$ cat config.mk
export PLATFORM = sky130hd
export DESIGN_NAME = gty_quad_reset_sequencer
export DESIGN_NICKNAME = d
export VERILOG_FILES = /design/src/rtl/gty_seq_pkg.sv /design/src/rtl/gty_status_sync.sv /design/src/rtl/gty_quad_reset_sequencer.sv
export SDC_FILE = /design/constraint.sdc
export NUM_CORES = 1
export LEC_CHECK = 0
export BUFFER_PORTS_ARGS = -buffer_cell sky130_fd_sc_hd__buf_2
export CAP_MARGIN = 20
export CORE_UTILIZATION = 35
export DETAILED_ROUTE_END_ITERATION = 10
export GPL_TIMING_DRIVEN = 1
export PLACE_DENSITY = 0.63
export SETUP_SLACK_MARGIN = 0.02
export SLEW_MARGIN = 10
export SYNTH_ARGS = -nofsm -noshare
export SYNTH_HDL_FRONTEND = slang
export SYNTH_SLANG_ARGS = --single-unit
$ cat constraint.sdc
create_clock -name clk -period 4.7 [get_ports clk]
set_input_delay 0.47 -clock clk [delete_from_list [all_inputs] [get_ports clk]]
set_output_delay 0.47 -clock clk [all_outputs]
set_load 0.005 [all_outputs]
$ cat src/rtl/gty_seq_pkg.sv
// Shared definitions for the GTY quad reset sequencer: FSM states,
// fail-stage codes and the width of the shared hold/wait timer.
package gty_seq_pkg;

  localparam int TIMER_W = 16;

  typedef enum logic [3:0] {
    S_IDLE,
    S_QPLL_RST,
    S_QPLL_WAIT,
    S_TX_RST,
    S_TX_WAIT,
    S_RX_RST,
    S_RX_WAIT,
    S_DONE,
    S_FAIL
  } gty_state_e;

  localparam logic [1:0] FS_NONE = 2'd0;
  localparam logic [1:0] FS_QPLL = 2'd1;
  localparam logic [1:0] FS_TX   = 2'd2;
  localparam logic [1:0] FS_RX   = 2'd3;

endpackage

$ cat src/rtl/gty_status_sync.sv
// Parameterised-width two-flop synchronizer for transceiver status bits
// (QPLL lock, TX/RX reset-done) that arrive from other clock domains.
module gty_status_sync #(
  parameter int WIDTH = 1
) (
  input  logic             clk,
  input  logic             rst,
  input  logic [WIDTH-1:0] i_async,
  output logic [WIDTH-1:0] o_sync
);

  logic [WIDTH-1:0] r_meta;
  logic [WIDTH-1:0] r_sync;

  // Two-stage capture; both stages clear to 0 so status reads "not ready" after reset.
  always_ff @(posedge clk) begin
    if (rst) begin
      r_meta <= '0;
      r_sync <= '0;
    end else begin
      r_meta <= i_async;
      r_sync <= r_meta;
    end
  end

  assign o_sync = r_sync;

endmodule

$ cat src/rtl/gty_quad_reset_sequencer.sv
// Reset sequencer for a group of GTY quads: QPLL reset, then TX reset, then
// RX reset, each held for a fixed width and followed by a timed wait for the
// matching lock/done bits, with bounded retries and a sticky FAIL state.
module gty_quad_reset_sequencer
  import gty_seq_pkg::*;
#(
  parameter int NUM_QUADS      = 2,
  parameter int CH_PER_QUAD    = 4,
  parameter int HOLD_CYCLES    = 64,
  parameter int TIMEOUT_CYCLES = 50000,
  parameter int MAX_RETRIES    = 3
) (
  input  logic                             clk,
  input  logic                             rst,
  input  logic                             start_i,
  input  logic [NUM_QUADS*CH_PER_QUAD-1:0] ch_en_i,
  input  logic [NUM_QUADS-1:0]             qpll_lock_i,
  input  logic [NUM_QUADS*CH_PER_QUAD-1:0] tx_resetdone_i,
  input  logic [NUM_QUADS*CH_PER_QUAD-1:0] rx_resetdone_i,
  output logic [NUM_QUADS-1:0]             qpll_reset_o,
  output logic [NUM_QUADS*CH_PER_QUAD-1:0] gttx_reset_o,
  output logic [NUM_QUADS*CH_PER_QUAD-1:0] gtrx_reset_o,
  output logic                             ready_o,
  output logic                             busy_o,
  output logic                             fail_o,
  output logic [1:0]                       fail_stage_o,
  output logic [1:0]                       retry_cnt_o
);

  localparam int TOTAL_CH = NUM_QUADS * CH_PER_QUAD;
  localparam logic [TIMER_W-1:0] HOLD_LAST = TIMER_W'(HOLD_CYCLES - 1);
  localparam logic [TIMER_W-1:0] TO_LAST   = TIMER_W'(TIMEOUT_CYCLES - 1);
  localparam logic [1:0]         RETRY_MAX = 2'(MAX_RETRIES);

  gty_state_e           r_state, w_state_nxt, w_adv;
  logic [TIMER_W-1:0]   r_timer;
  logic                 w_timer_clr;
  logic [TOTAL_CH-1:0]  r_ch_en, w_ch_en_nxt;
  logic [NUM_QUADS-1:0] w_quad_en, w_quad_en_nxt;
  logic [1:0]           r_retry, w_retry_nxt;
  logic [1:0]           r_fail_stage, w_fail_stage_nxt;
  logic [1:0]           w_stage;
  logic                 w_wait, w_cond;

  logic [NUM_QUADS-1:0] w_qpll_lock;
  logic [TOTAL_CH-1:0]  w_tx_done, w_rx_done;
  logic                 w_qpll_ok, w_tx_ok, w_rx_ok;

  logic [NUM_QUADS-1:0] r_qpll_rst, w_qpll_rst_nxt;
  logic [TOTAL_CH-1:0]  r_tx_rst, w_tx_rst_nxt;
  logic [TOTAL_CH-1:0]  r_rx_rst, w_rx_rst_nxt;
  logic                 r_ready, r_busy, r_fail;
  logic                 w_all_hold;

  gty_status_sync #(.WIDTH(NUM_QUADS)) u_sync_qpll (
    .clk(clk), .rst(rst), .i_async(qpll_lock_i), .o_sync(w_qpll_lock)
  );
  gty_status_sync #(.WIDTH(TOTAL_CH)) u_sync_tx (
    .clk(clk), .rst(rst), .i_async(tx_resetdone_i), .o_sync(w_tx_done)
  );
  gty_status_sync #(.WIDTH(TOTAL_CH)) u_sync_rx (
    .clk(clk), .rst(rst), .i_async(rx_resetdone_i), .o_sync(w_rx_done)
  );

  // A quad is enabled when any of its channels is enabled (current and next mask).
  always_comb begin
    for (int q = 0; q < NUM_QUADS; q++) begin
      w_quad_en[q]     = |r_ch_en[q*CH_PER_QUAD +: CH_PER_QUAD];
      w_quad_en_nxt[q] = |w_ch_en_nxt[q*CH_PER_QUAD +: CH_PER_QUAD];
    end
  end

  // Disabled lanes never block a wait, so an all-zero mask passes straight through.
  assign w_qpll_ok = &(w_qpll_lock | ~w_quad_en);
  assign w_tx_ok   = &(w_tx_done   | ~r_ch_en);
  assign w_rx_ok   = &(w_rx_done   | ~r_ch_en);

  // Next-state logic; start_i pre-empts everything, wait states share one timeout path.
  always_comb begin
    w_state_nxt      = r_state;
    w_ch_en_nxt      = r_ch_en;
    w_retry_nxt      = r_retry;
    w_fail_stage_nxt = r_fail_stage;
    w_timer_clr      = 1'b0;
    w_wait           = 1'b0;
    w_cond           = 1'b0;
    w_stage          = FS_NONE;
    w_adv            = r_state;
    if (start_i) begin
      w_state_nxt      = S_QPLL_RST;
      w_ch_en_nxt      = ch_en_i;
      w_retry_nxt      = 2'd0;
      w_fail_stage_nxt = FS_NONE;
      w_timer_clr      = 1'b1;
    end else begin
      case (r_state)
        S_IDLE:      w_state_nxt = S_IDLE;
        S_QPLL_RST:  if (r_timer == HOLD_LAST) w_state_nxt = S_QPLL_WAIT;
        S_QPLL_WAIT: begin w_wait = 1'b1; w_cond = w_qpll_ok; w_stage = FS_QPLL; w_adv = S_TX_RST; end
        S_TX_RST:    if (r_timer == HOLD_LAST) w_state_nxt = S_TX_WAIT;
        S_TX_WAIT:   begin w_wait = 1'b1; w_cond = w_tx_ok; w_stage = FS_TX; w_adv = S_RX_RST; end
        S_RX_RST:    if (r_timer == HOLD_LAST) w_state_nxt = S_RX_WAIT;
        S_RX_WAIT:   begin w_wait = 1'b1; w_cond = w_rx_ok; w_stage = FS_RX; w_adv = S_DONE; end
        S_DONE: begin
          if (!w_qpll_ok)    w_state_nxt = S_QPLL_RST;
          else if (!w_rx_ok) w_state_nxt = S_RX_RST;
        end
        S_FAIL:      w_state_nxt = S_FAIL;
        default:     w_state_nxt = S_IDLE;
      endcase
      // Condition beats a coincident timeout.
      if (w_wait) begin
        if (w_cond) begin
          w_state_nxt = w_adv;
        end else if (r_timer == TO_LAST) begin
          w_fail_stage_nxt = w_stage;
          if (r_retry < RETRY_MAX) begin
            w_retry_nxt = r_retry + 2'd1;
            w_state_nxt = S_QPLL_RST;
          end else begin
            w_state_nxt = S_FAIL;
          end
        end
      end
    end
    w_timer_clr = w_timer_clr | (w_state_nxt != r_state);
  end

  // Reset levels for the state being entered; disabled lanes and IDLE/FAIL hold everything in reset.
  always_comb begin
    w_all_hold     = w_state_nxt inside {S_IDLE, S_FAIL};
    w_qpll_rst_nxt = ~w_quad_en_nxt |
                     {NUM_QUADS{w_all_hold || (w_state_nxt == S_QPLL_RST)}};
    w_tx_rst_nxt   = ~w_ch_en_nxt |
                     {TOTAL_CH{w_all_hold || (w_state_nxt inside {S_QPLL_RST, S_QPLL_WAIT, S_TX_RST})}};
    w_rx_rst_nxt   = ~w_ch_en_nxt |
                     {TOTAL_CH{w_all_hold || (w_state_nxt inside {S_QPLL_RST, S_QPLL_WAIT, S_TX_RST,
                                                                    S_TX_WAIT, S_RX_RST})}};
  end

  // FSM state and sequence bookkeeping registers.
  always_ff @(posedge clk) begin
    if (rst) begin
      r_state      <= S_IDLE;
      r_ch_en      <= '0;
      r_retry      <= 2'd0;
      r_fail_stage <= FS_NONE;
    end else begin
      r_state      <= w_state_nxt;
      r_ch_en      <= w_ch_en_nxt;
      r_retry      <= w_retry_nxt;
      r_fail_stage <= w_fail_stage_nxt;
    end
  end

  // Shared hold/wait timer: counts cycles spent in the current state, saturating.
  always_ff @(posedge clk) begin
    if (rst || w_timer_clr) begin
      r_timer <= '0;
    end else if (r_timer != '1) begin
      r_timer <= r_timer + TIMER_W'(1);
    end
  end

  // Registered outputs, decoded from the next state so they line up with r_state glitch-free.
  always_ff @(posedge clk) begin
    if (rst) begin
      r_qpll_rst <= '1;
      r_tx_rst   <= '1;
      r_rx_rst   <= '1;
      r_ready    <= 1'b0;
      r_busy     <= 1'b0;
      r_fail     <= 1'b0;
    end else begin
      r_qpll_rst <= w_qpll_rst_nxt;
      r_tx_rst   <= w_tx_rst_nxt;
      r_rx_rst   <= w_rx_rst_nxt;
      r_ready    <= (w_state_nxt == S_DONE);
      r_busy     <= !(w_state_nxt inside {S_IDLE, S_DONE, S_FAIL});
      r_fail     <= (w_state_nxt == S_FAIL);
    end
  end

  assign qpll_reset_o = r_qpll_rst;
  assign gttx_reset_o = r_tx_rst;
  assign gtrx_reset_o = r_rx_rst;
  assign ready_o      = r_ready;
  assign busy_o       = r_busy;
  assign fail_o       = r_fail;
  assign fail_stage_o = r_fail_stage;
  assign retry_cnt_o  = r_retry;

endmodule

* Word-level counts from Yosys, hierarchy flattened
Index checks and enable logic that the tools add are counted.
Word-level totals: output and inout port bits 25, register bits 89
Operators by class: mux-type cells 19, add/sub/neg operators 2, bitwise logic cells 12, eq/ne operators 19, magnitude comparators 1, reduce and logical (&&, ||, !) cells 21
Operators with widths (number):
- 4-bit two-way mux | 10
- 8-bit OR | 4
- 4-bit by 3-bit equality test with 1-bit output, second input constant | 7
- 4-bit one-hot mux with 6 select lines | 1
- 16-bit by 1-bit adder with 16-bit output, second input constant | 1
- 16-bit equality test, second input constant | 1
- 16-bit by 6-bit equality test with 1-bit output, second input constant | 1
- 4-bit by 2-bit equality test with 1-bit output, second input constant | 4
- 16-bit inequality test, second input constant | 1
- 8-bit inverter | 2
- 8-bit AND reduction | 2
- 4-bit OR reduction | 4
- 4-bit one-hot mux with 3 select lines | 1
- 4-bit by 1-bit equality test with 1-bit output, second input constant | 2
- 4-bit equality test, second input constant | 2
- 8-bit two-way mux | 1
- 2-bit one-hot mux with 3 select lines | 1
- 3-bit nonzero test | 2
- 5-bit nonzero test | 1
- 4-bit zero test | 1
- 1-bit logical OR | 4
- 1-bit two-way mux | 4
- 4-bit inequality test | 1
- 2-bit inverter | 2
- other kinds (13) | 14

* Longest topological paths before layout
Gate-level depths: netlist of the first run.
depth in word-level cells 14, mapped depth 9, mapped depth without buffers 8

* Hierarchy
A second synthesis of the first run with hierarchy kept.
Unflattened totals: cell total of the unflattened synthesis 343, area total of the unflattened synthesis 3560.9 sq um
Modules (own cells, without submodules):
- gty_quad_reset_sequencer | area each 2527.4 sq um, cells an instance 269, instances 1, sequential area each 1061.0 sq um
- gty_status_sync (u_sync_rx ...) | area each 464.2 sq um, cells an instance 33, instances 2, sequential area each 320.3 sq um
- gty_status_sync (u_sync_qpll) | area each 105.1 sq um, cells an instance 8, instances 1, sequential area each 80.1 sq um

* Least setup slack after synthesis of the first run
No wires, ideal clock.
path kind flip-flop to flip-flop, start point register r_timer[7], end point register r_rx_rst[0], in the netlist gtrx_reset_o[0], stages on the path, launching flop included 9, period minus slack after synthesis 2.231 ns, data required time 4.575 ns, slack 2.469 ns, path buffers 1, arrival 2.107 ns, cells stage by stage dfxtp_1 or4_4 nor4_4 a31o_2 nand4_1 and3_1 buf_2 nor3_4 nand2b_1
On the way: longest elaborated chain between the ends 11, elaborated cells between the ends (all ways) 21, classes of those cells 8 x eq/ne; 8 x mux; 1 x bitwise; 4 x reduce/logical
RTL lines:
- start, declared | RTL line gty_quad_reset_sequencer.sv:36 | logic [TIMER_W-1:0] r_timer;
- start signal, assigned | RTL line gty_quad_reset_sequencer.sv:161 | r_timer <= r_timer + TIMER_W'(1);
- 16-bit by 6-bit equality test with 1-bit output | RTL line gty_quad_reset_sequencer.sv:98, gty_quad_reset_sequencer.sv:100, gty_quad_reset_sequencer.sv:102
- 4-bit two-way mux (on tied branches) | RTL line gty_quad_reset_sequencer.sv:102, gty_quad_reset_sequencer.sv:98, gty_quad_reset_sequencer.sv:100
- 4-bit one-hot mux with 6 select lines | RTL line gty_quad_reset_sequencer.sv:96 | case (r_state)
- 4-bit two-way mux | RTL line gty_quad_reset_sequencer.sv:115 | end else if (r_timer == TO_LAST) begin
- 4-bit two-way mux | RTL line gty_quad_reset_sequencer.sv:113 | if (w_cond) begin
- 4-bit two-way mux (*) | RTL line gty_quad_reset_sequencer.sv:112 | if (w_wait) begin
- 4-bit two-way mux (*) | RTL line gty_quad_reset_sequencer.sv:89 | if (start_i) begin
- 4-bit by 1-bit equality test with 1-bit output, or another cell as far along | RTL line gty_quad_reset_sequencer.sv:137 | {TOTAL_CH{w_all_hold || (w_state_nxt inside {S_QPLL_RST, S_QPLL_WAIT, S_TX_RST,
- 5-bit nonzero test or 2-bit nonzero test (tied branches) | RTL line gty_quad_reset_sequencer.sv:137, gty_quad_reset_sequencer.sv:131
- 1-bit logical OR (*) | RTL line gty_quad_reset_sequencer.sv:137
- 8-bit OR (*) | RTL line gty_quad_reset_sequencer.sv:136 | w_rx_rst_nxt = ~w_ch_en_nxt |
- end signal, assigned | RTL line gty_quad_reset_sequencer.sv:177 | r_rx_rst <= w_rx_rst_nxt;
- end, declared | RTL line gty_quad_reset_sequencer.sv:51 | logic [TOTAL_CH-1:0] r_rx_rst, w_rx_rst_nxt;
Every way passes the cells marked *; elsewhere a longest branch is shown, timed or not. A chain may end at the register's enable or synchronous reset.

* Final worst setup path of the first run
start point register r_state[1], end point register r_timer[11]
On the way: longest elaborated chain between the ends 10, elaborated cells between the ends (all ways) 27, classes of those cells 9 x eq/ne; 15 x mux; 1 x bitwise; 2 x reduce/logical
RTL lines:
- start, declared | RTL line gty_quad_reset_sequencer.sv:35 | gty_state_e r_state, w_state_nxt, w_adv;
- start signal, assigned | RTL line gty_quad_reset_sequencer.sv:149 | r_state <= w_state_nxt;
- 4-bit by 3-bit equality test with 1-bit output, or another cell as far along | RTL line gty_quad_reset_sequencer.sv:96
- 3-bit OR reduction (no source line) or 4-bit two-way mux (tied branches)
- 4-bit one-hot mux with 6 select lines | RTL line gty_quad_reset_sequencer.sv:96
- 4-bit two-way mux | RTL line gty_quad_reset_sequencer.sv:115
- 4-bit two-way mux | RTL line gty_quad_reset_sequencer.sv:113
- 4-bit two-way mux | RTL line gty_quad_reset_sequencer.sv:112
- 4-bit two-way mux | RTL line gty_quad_reset_sequencer.sv:89
- 4-bit inequality test (*) | RTL line gty_quad_reset_sequencer.sv:126 | w_timer_clr = w_timer_clr | (w_state_nxt != r_state);
- 1-bit OR (*) | RTL line gty_quad_reset_sequencer.sv:126
- 1-bit logical OR (*) | RTL line gty_quad_reset_sequencer.sv:158 | if (rst || w_timer_clr) begin
Every way passes the cells marked *; elsewhere a longest branch is shown, timed or not. The select of a mux whose other input is x is not followed.

==> flow_summary_export.csv, run 1 <==
group,metric,value,unit
layout,layout-drive-gt1-share,22.2,%
place,io_buffers,53,
timing,finalCriticalPeriod,2.46,ns
timing,finalSetupViolCount,0,
drt,drc,0,
timing,fmax,0.406,GHz
power_and_ir_drop,p_switching,317,µW
layout,final_nets,409,
synthesis,avgSynthCellArea,10.1,µm²
power_and_ir_drop,ir_worst_vdd,0.000121,V
timing,worst_slew_pin_slew,0.829,ns
critical_path,cp_max_fo,16,
critical_path,cp_slowest_cell,"or4_1",
critical_path,crit_chain,"nand2_1 > or4_1 > nand2_2 > o221ai_4 > a211o_4 > a311oi_1",
synthesis,synthCells,328,
layout,finalCoreUtilization,41.3,%
timing,finalHoldViolCount,0,
drt,vias,2355,
floorplan,fp.dieH,99.1,µm
clocking,clockBufferDepth,2,
grt,grt_overflow_total,0,
synthesis,ys_ff_latch,89,
clocking,clk-insertion-delay-late,0.35,ns
clocking,cts_setup_buffers,0,
critical_path,cp.arrival,2.72,ns
floorplan,die_area,9830,µm²
power_and_ir_drop,p_leak,0.00143,µW
drt,wl,6.23,mm
floorplan,core_area,9200,µm²
clocking,cts_root_buffer,"clkbuf_8",
power_and_ir_drop,p_seq_share,59.3,%
critical_path,slowest_delay,0.63,ns
clocking,cts_resized,0,
worst_hold_path,min_path_type,"in -> reg",
drt,wl_per_cell,12.6,µm
grt,track_usage,13.4,%
run,cap_violations,0,
timing,fin_setup_tns,0,ns
floorplan,row_count,35,
timing,drv_slew,0,
critical_path,crit_family,"simple AND/OR/NAND/NOR gates",
critical_path,crit_buf_inv,0,
synthesis,synth_fp_nets,359,
drt,ant_nets,0,
clocking,cts_sinks,89,
clocking,ctsHoldBuffers,0,
layout,fillers,920,
drt,drt_iter0_drc,75,
drt,avgViaCountPerCell,4.77,
synthesis,synth-main-ff-cell,"dfxtp_1",
power_and_ir_drop,intPower,1010,µW
power_and_ir_drop,powerDensity,348,nW/µm²
critical_path,path_class,"reg -> reg",
timing,fin_skew,0.00942,ns
synthesis,ys_seq_area_share,53.9,%
status,status,"finished, final reports clean",
timing,rsz0062_at_grt,"no",
synthesis,yosysWarnings,0,
grt,antenna_found_initial,0,
critical_path,worstSetupStartpointType,"flop",
place,gp_congestion,0.851,
clocking,tritoncts,"built",
synthesis,synth_edf_count,0,
layout,seqCellArea,1780,µm²
drt,first_pass_iters,6,
clocking,path_clk_slew,0.09,ns
layout,diodes,0,
synthesis,async_reset_ff_share,0,%
clocking,cts_buffers,9,
grt,grt_pass1_vias,2226,
layout,syn_to_final_growth,15.0,%
power_and_ir_drop,clkPwrFrac,35.8,%
critical_path,worstPathRequired,4.96,ns
clocking,cts-htree-levels,3,
power_and_ir_drop,switching_share,24.0,%
power_and_ir_drop,pwr-share-comb,4.9,%
synthesis,synth.distinct_cells,54,
floorplan,fp.dieW,99.1,µm
floorplan,start_util,35.9,%
timing,slew_headroom,44.7,%
synthesis,synth_area,3300,µm²
critical_path,cp-end-kind,"flop",
place,hpwl,4.53,mm
grt,grt_max_degree,49,
timing,post-route-period-util,52.4,%
layout,multi_input_area,1390,µm²
floorplan,io_pins,54,
grt,grt_pass1_wl,10.4,mm
-- through the flow --
stage	instances	power [µW]	cell area (µm²)	hold slack [ns]	worst slack, ns
after global placement	478	868	3620	0.422	2.29
after global routing	494	1380	3800	0.317	1.97
final	494	1320	3800	0.324	2.24
after floorplan	328	846	3300	0.383	2.47
after detailed placement	478	869	3620	0.420	2.27
after CTS	494	1340	3800	0.307	2.24
-- power by group through the flow --
stage,logic (µW),clock network (µW),registers [µW]
after CTS,65.6,487,786
after detailed placement,65.3,0,803
final,64.2,474,785
after global routing,72.8,522,788
after global placement,64.7,0,803
after floorplan,48.4,0,798
-- layout by cell type (no fill, tap or decap), types with 2 or more instances in the layout --
cell        count
nor4_1          7
buf_2          53
nor2_1         30
and2_1          3
and4_1          3
clkbuf_8        9
nor2b_1        38
ha_1            2
nor3_1          5
o211ai_1        2
and3_1          5
or2_2           2
inv_1          13
o221ai_1        2
nand2_1        20
nand2b_1       15
a21oi_1        11
inv_6           2
xor2_1          5
nand4_1         9
xnor2_1         4
mux2_2          2
mux2i_1         9
clkinvlp_4      3
dfxtp_1        89
nand3_1         7
nor3b_1         2
o21ai_0         2
o2111ai_1       2
and3_2          2
-- registers in the layout, summed over array words and instances, names as in the netlist --
register            flops
r_timer                16
gtrx_reset_o            8
gttx_reset_o            8
r_ch_en                 8
u_sync_rx.o_sync        8
u_sync_rx.r_meta        8
u_sync_tx.o_sync        8
u_sync_tx.r_meta        8
r_state                 4
fail_stage_o            2
qpll_reset_o            2
retry_cnt_o             2
u_sync_qpll.o_sync      2
u_sync_qpll.r_meta      2
busy_o                  1
fail_o                  1
ready_o                 1
-- worst reg2reg max path, delay by kind of cell, from the launching register on --
family	cells	cell delay, ns
AOI/OAI and AO/OA	3	0.85
DFF	1	0.59
and+or+nand+nor	3	0.93
-- area by class of cell --
type                    instances  area share (%)
clock buffers                  10            3.36
inverters                      13            1.28
multi-input cells             212            36.5
repair buffers                 53            6.98
well taps                     111            3.65
flip-flops and latches         89            46.9
clock inverters                 6            1.35
-- cells by family (layout without fill, tap and decap cells) --
group | Yosys count | after routing | synth area share, %
AOI/OAI and AO/OA | 32 | 32 | 7.96
xor gates and xnor gates | 9 | 9 | 2.39
adders and majority gates | 2 | 2 | 0.757
buffers and inverters | 27 | 82 | 4.09
DFF | 89 | 89 | 53.9
muxes | 11 | 11 | 3.41
and+or+nand+nor | 158 | 158 | 27.5
-- synthesized netlist by cell type, types with 3 or more instances --
library cell / count / area (µm²)
dfxtp_1: 89 / 1780
nor2b_1: 38 / 238
nor2_1: 30 / 113
nand2_1: 20 / 75.1
nand2b_1: 15 / 93.8
inv_1: 13 / 48.8
a21oi_1: 11 / 55.1
mux2i_1: 9 / 90.1
nand4_1: 9 / 56.3
clkbuf_1: 7 / 26.3
nand3_1: 7 / 35.0
nor4_1: 7 / 43.8
and3_1: 5 / 31.3
nor3_1: 5 / 25.0
xor2_1: 5 / 43.8
xnor2_1: 4 / 35.0
and2_1: 3 / 18.8
and4_1: 3 / 26.3
buf_6: 3 / 33.8
-- layer usage --
| layer | vias up | global-route usage [%] | part of all wire (%) |
|---|---|---|---|
| met5 | - | 0 | 0 |
| met4 | 0 | 6.45 | 0.71 |
| met3 | 5 | 2.60 | 2.9 |
| met2 | 52 | 21.1 | 46 |
| met1 | 1084 | 17.8 | 50 |
| li1 | 1214 | - | - |
-- final timing paths --
| path | endpoint | depth (start not counted) | startpoint | slack (ns) |
|---|---|---|---|---|
| setup reg to reg | r_timer[11] | 6 | r_state[1] | 2.24 |
| hold / removal | u_sync_tx.r_meta[3] | 2 | tx_resetdone_i[3] | 0.32 |
| hold reg to reg | u_sync_rx.o_sync[7] | 1 | u_sync_rx.r_meta[7] | 0.43 |
| setup / recovery | r_timer[11] | 6 | r_state[1] | 2.24 |
No activity file was read; power rests on OpenSTA's default activity.
==> inputs of run 2 (changes only) <==
--- a/config.mk
+++ b/config.mk
@@ -10,7 +10,7 @@
 export CORE_UTILIZATION = 35
 export DETAILED_ROUTE_END_ITERATION = 10
 export GPL_TIMING_DRIVEN = 1
-export PLACE_DENSITY = 0.63
+export PLACE_DENSITY = 0.65
 export SETUP_SLACK_MARGIN = 0.02
 export SLEW_MARGIN = 10
 export SYNTH_ARGS = -nofsm -noshare
==> constraint.sdc (replaced) <==
create_clock -name clk -period 2 [get_ports clk]
set_input_delay 0.2 -clock clk [delete_from_list [all_inputs] [get_ports clk]]
set_output_delay 0.2 -clock clk [all_outputs]
set_load 0.005 [all_outputs]
==> flow_summary_export.csv, run 2 (synthesis results as in run 1) <==
group,metric,value,unit
status,status,"finished with violations",
status,violations,"setup timing",
clocking,cts-htree-levels,3,
timing,fin_skew,0.0109,ns
floorplan,fp.dieH,99.1,µm
timing,fin_setup_tns,-9.76,ns
timing,finalHoldViolCount,0,
clocking,tritoncts,"built",
grt,track_usage,15.1,%
layout,diodes,0,
layout,syn_to_final_growth,37.7,%
timing,finalCriticalPeriod,2.33,ns
clocking,cts_root_buffer,"clkbuf_8",
floorplan,start_util,35.9,%
layout,finalCoreUtilization,49.5,%
drt,ant_nets,0,
drt,vias,2646,
timing,rsz0062_at_grt,"yes",
drt,avgViaCountPerCell,4.79,
grt,grt_overflow_total,0,
place,dp.cells,522,
drt,drt_iter0_drc,132,
timing,setup_slack,-0.330,ns
critical_path,cp.arrival,2.57,ns
power_and_ir_drop,switching_share,25.0,%
grt,grt_pass1_wl,11.6,mm
drt,drc,0,
floorplan,fp.dieW,99.1,µm
critical_path,worstPathRequired,2.24,ns
power_and_ir_drop,powerDensity,708,nW/µm²
timing,drv_slew,0,
clocking,clockBufferDepth,2,
clocking,ctsHoldBuffers,0,
power_and_ir_drop,clkPwrFrac,35.4,%
timing,worst_slew_pin_slew,0.445,ns
floorplan,io_pins,54,
floorplan,core_area,9200,µm²
floorplan,die_area,9830,µm²
layout,layout_commonest_cell,"dfxtp_1",
layout,final_nets,467,
drt,first_pass_iters,6,
place,hpwl,4.88,mm
grt,grt_max_degree,47,
layout,layout-drive-gt1-share,44.0,%
power_and_ir_drop,p_switching,806,µW
drt,wl_per_cell,13.3,µm
power_and_ir_drop,p_leak,0.00181,µW
critical_path,worstSetupStartpointType,"flop",
clocking,clk-insertion-delay-late,0.35,ns
clocking,cts_sinks,89,
timing,slew_headroom,70.4,%
power_and_ir_drop,intPower,2420,µW
layout,regMostFlops,"r_timer",
run,cap_violations,0,
power_and_ir_drop,ir_worst_vdd,0.000384,V
grt,grt_pass1_vias,2510,
timing,post-route-period-util,117,%
clocking,path_clk_slew,0.10,ns
critical_path,cp-end-kind,"flop",
power_and_ir_drop,p_seq_share,57.2,%
timing,finalSetupViolCount,43,
drt,wl,7.34,mm
place,io_buffers,53,
power_and_ir_drop,pwr-share-comb,7.4,%
grt,antenna_found_initial,0,
layout,largest_reg_flops,16,
critical_path,cp_max_fo,8,
timing,fmax,0.429,GHz
clocking,cts_buffers,9,
layout,fin_cells,552,
layout,final_cell_mix,"81 x dfxtp_1, 53 x buf_2, 45 x buf_4",
worst_hold_path,min_path_type,"in -> reg",
critical_path,path_class,"reg -> reg",
place,gp_congestion,0.868,
floorplan,row_count,35,
run 2: cell types whose count changed in the layout (fill, tap and decap cells not counted), moves of 5 or more:
cell / previous run / this run
nor2_1: 30 / 25
buf_4: 0 / 45
nand2_1: 20 / 10
dfxtp_1: 89 / 81
nand2b_4: 0 / 6
nand2_2: 1 / 11
buf_6: 0 / 11
nand2b_1: 15 / 9
dfxtp_2: 0 / 8
run 2: final timing paths:
path                        from                   to  slack (ns)  cells after the start
max                  r_timer[12]      gtrx_reset_o[2]       -0.33                      8
min            tx_resetdone_i[3]  u_sync_tx.r_meta[3]        0.05                      2
max reg2reg          r_timer[12]      gtrx_reset_o[2]       -0.33                      8
min reg2reg  u_sync_rx.r_meta[0]  u_sync_rx.o_sync[0]        0.43                      1
run 2: timing repair:
item                       4_1_cts  5_1_grt
setup buffers                    7        7
cloned                           1        0
gates resized for setup         27       43
pin swaps                        9       14
setup endpoints to repair       45       45
run 2: cell type report:
class | instances | area, µm²
Multi-Input combinational cell | 213 | 1640
Timing Repair Buffer | 110 | 747
Fill cell | 842 | 4650
Tap cell | 111 | 139
Clock inverter | 6 | 51.3
Sequential cell | 89 | 1790
Clock buffer | 10 | 128
Inverter | 13 | 48.8
run 2: per-layer routing:
layer  vias to the layer above  track usage, %  routed length [µm]
met5                         -               0                   0
met2                        75            24.7                3580
met3                        13            2.88                 348
met1                      1223            19.0                3280
met4                         0            7.81                 129
li1                       1335               -                   -
run 2: stage by stage:
stage | hold slack, ns | area (µm²) | total power [µW] | worst slack, ns
final | 0.0491 | 4550 | 3220 | -0.330
after floorplan | 0.328 | 3330 | 1990 | -0.196
after global placement | 0.407 | 3970 | 2070 | -0.305
after CTS | 0.0369 | 4340 | 3200 | -0.292
after global routing | 0.0299 | 4550 | 3350 | -0.433
after detailed placement | 0.414 | 3970 | 2070 | -0.385
run 2: worst max-delay path, stage by stage, from the launching register on:
cell and delay (ns):
dfxtp_2 0.33, or4_4 0.55, nor4_4 0.37, a31o_2 0.20, nand4_1 0.12, and3_4 0.25
nor3_4 0.17, buf_12 0.17, nand2b_1 0.06
run 2: power groups by stage:
stage                     combinational [µW]  clock [µW]  sequential (µW)
final                                    240        1140             1840
after global routing                     263        1240             1850
after CTS                                212        1150             1840
after detailed placement                 194           0             1870
after global placement                   191           0             1870
after floorplan                          114           0             1880
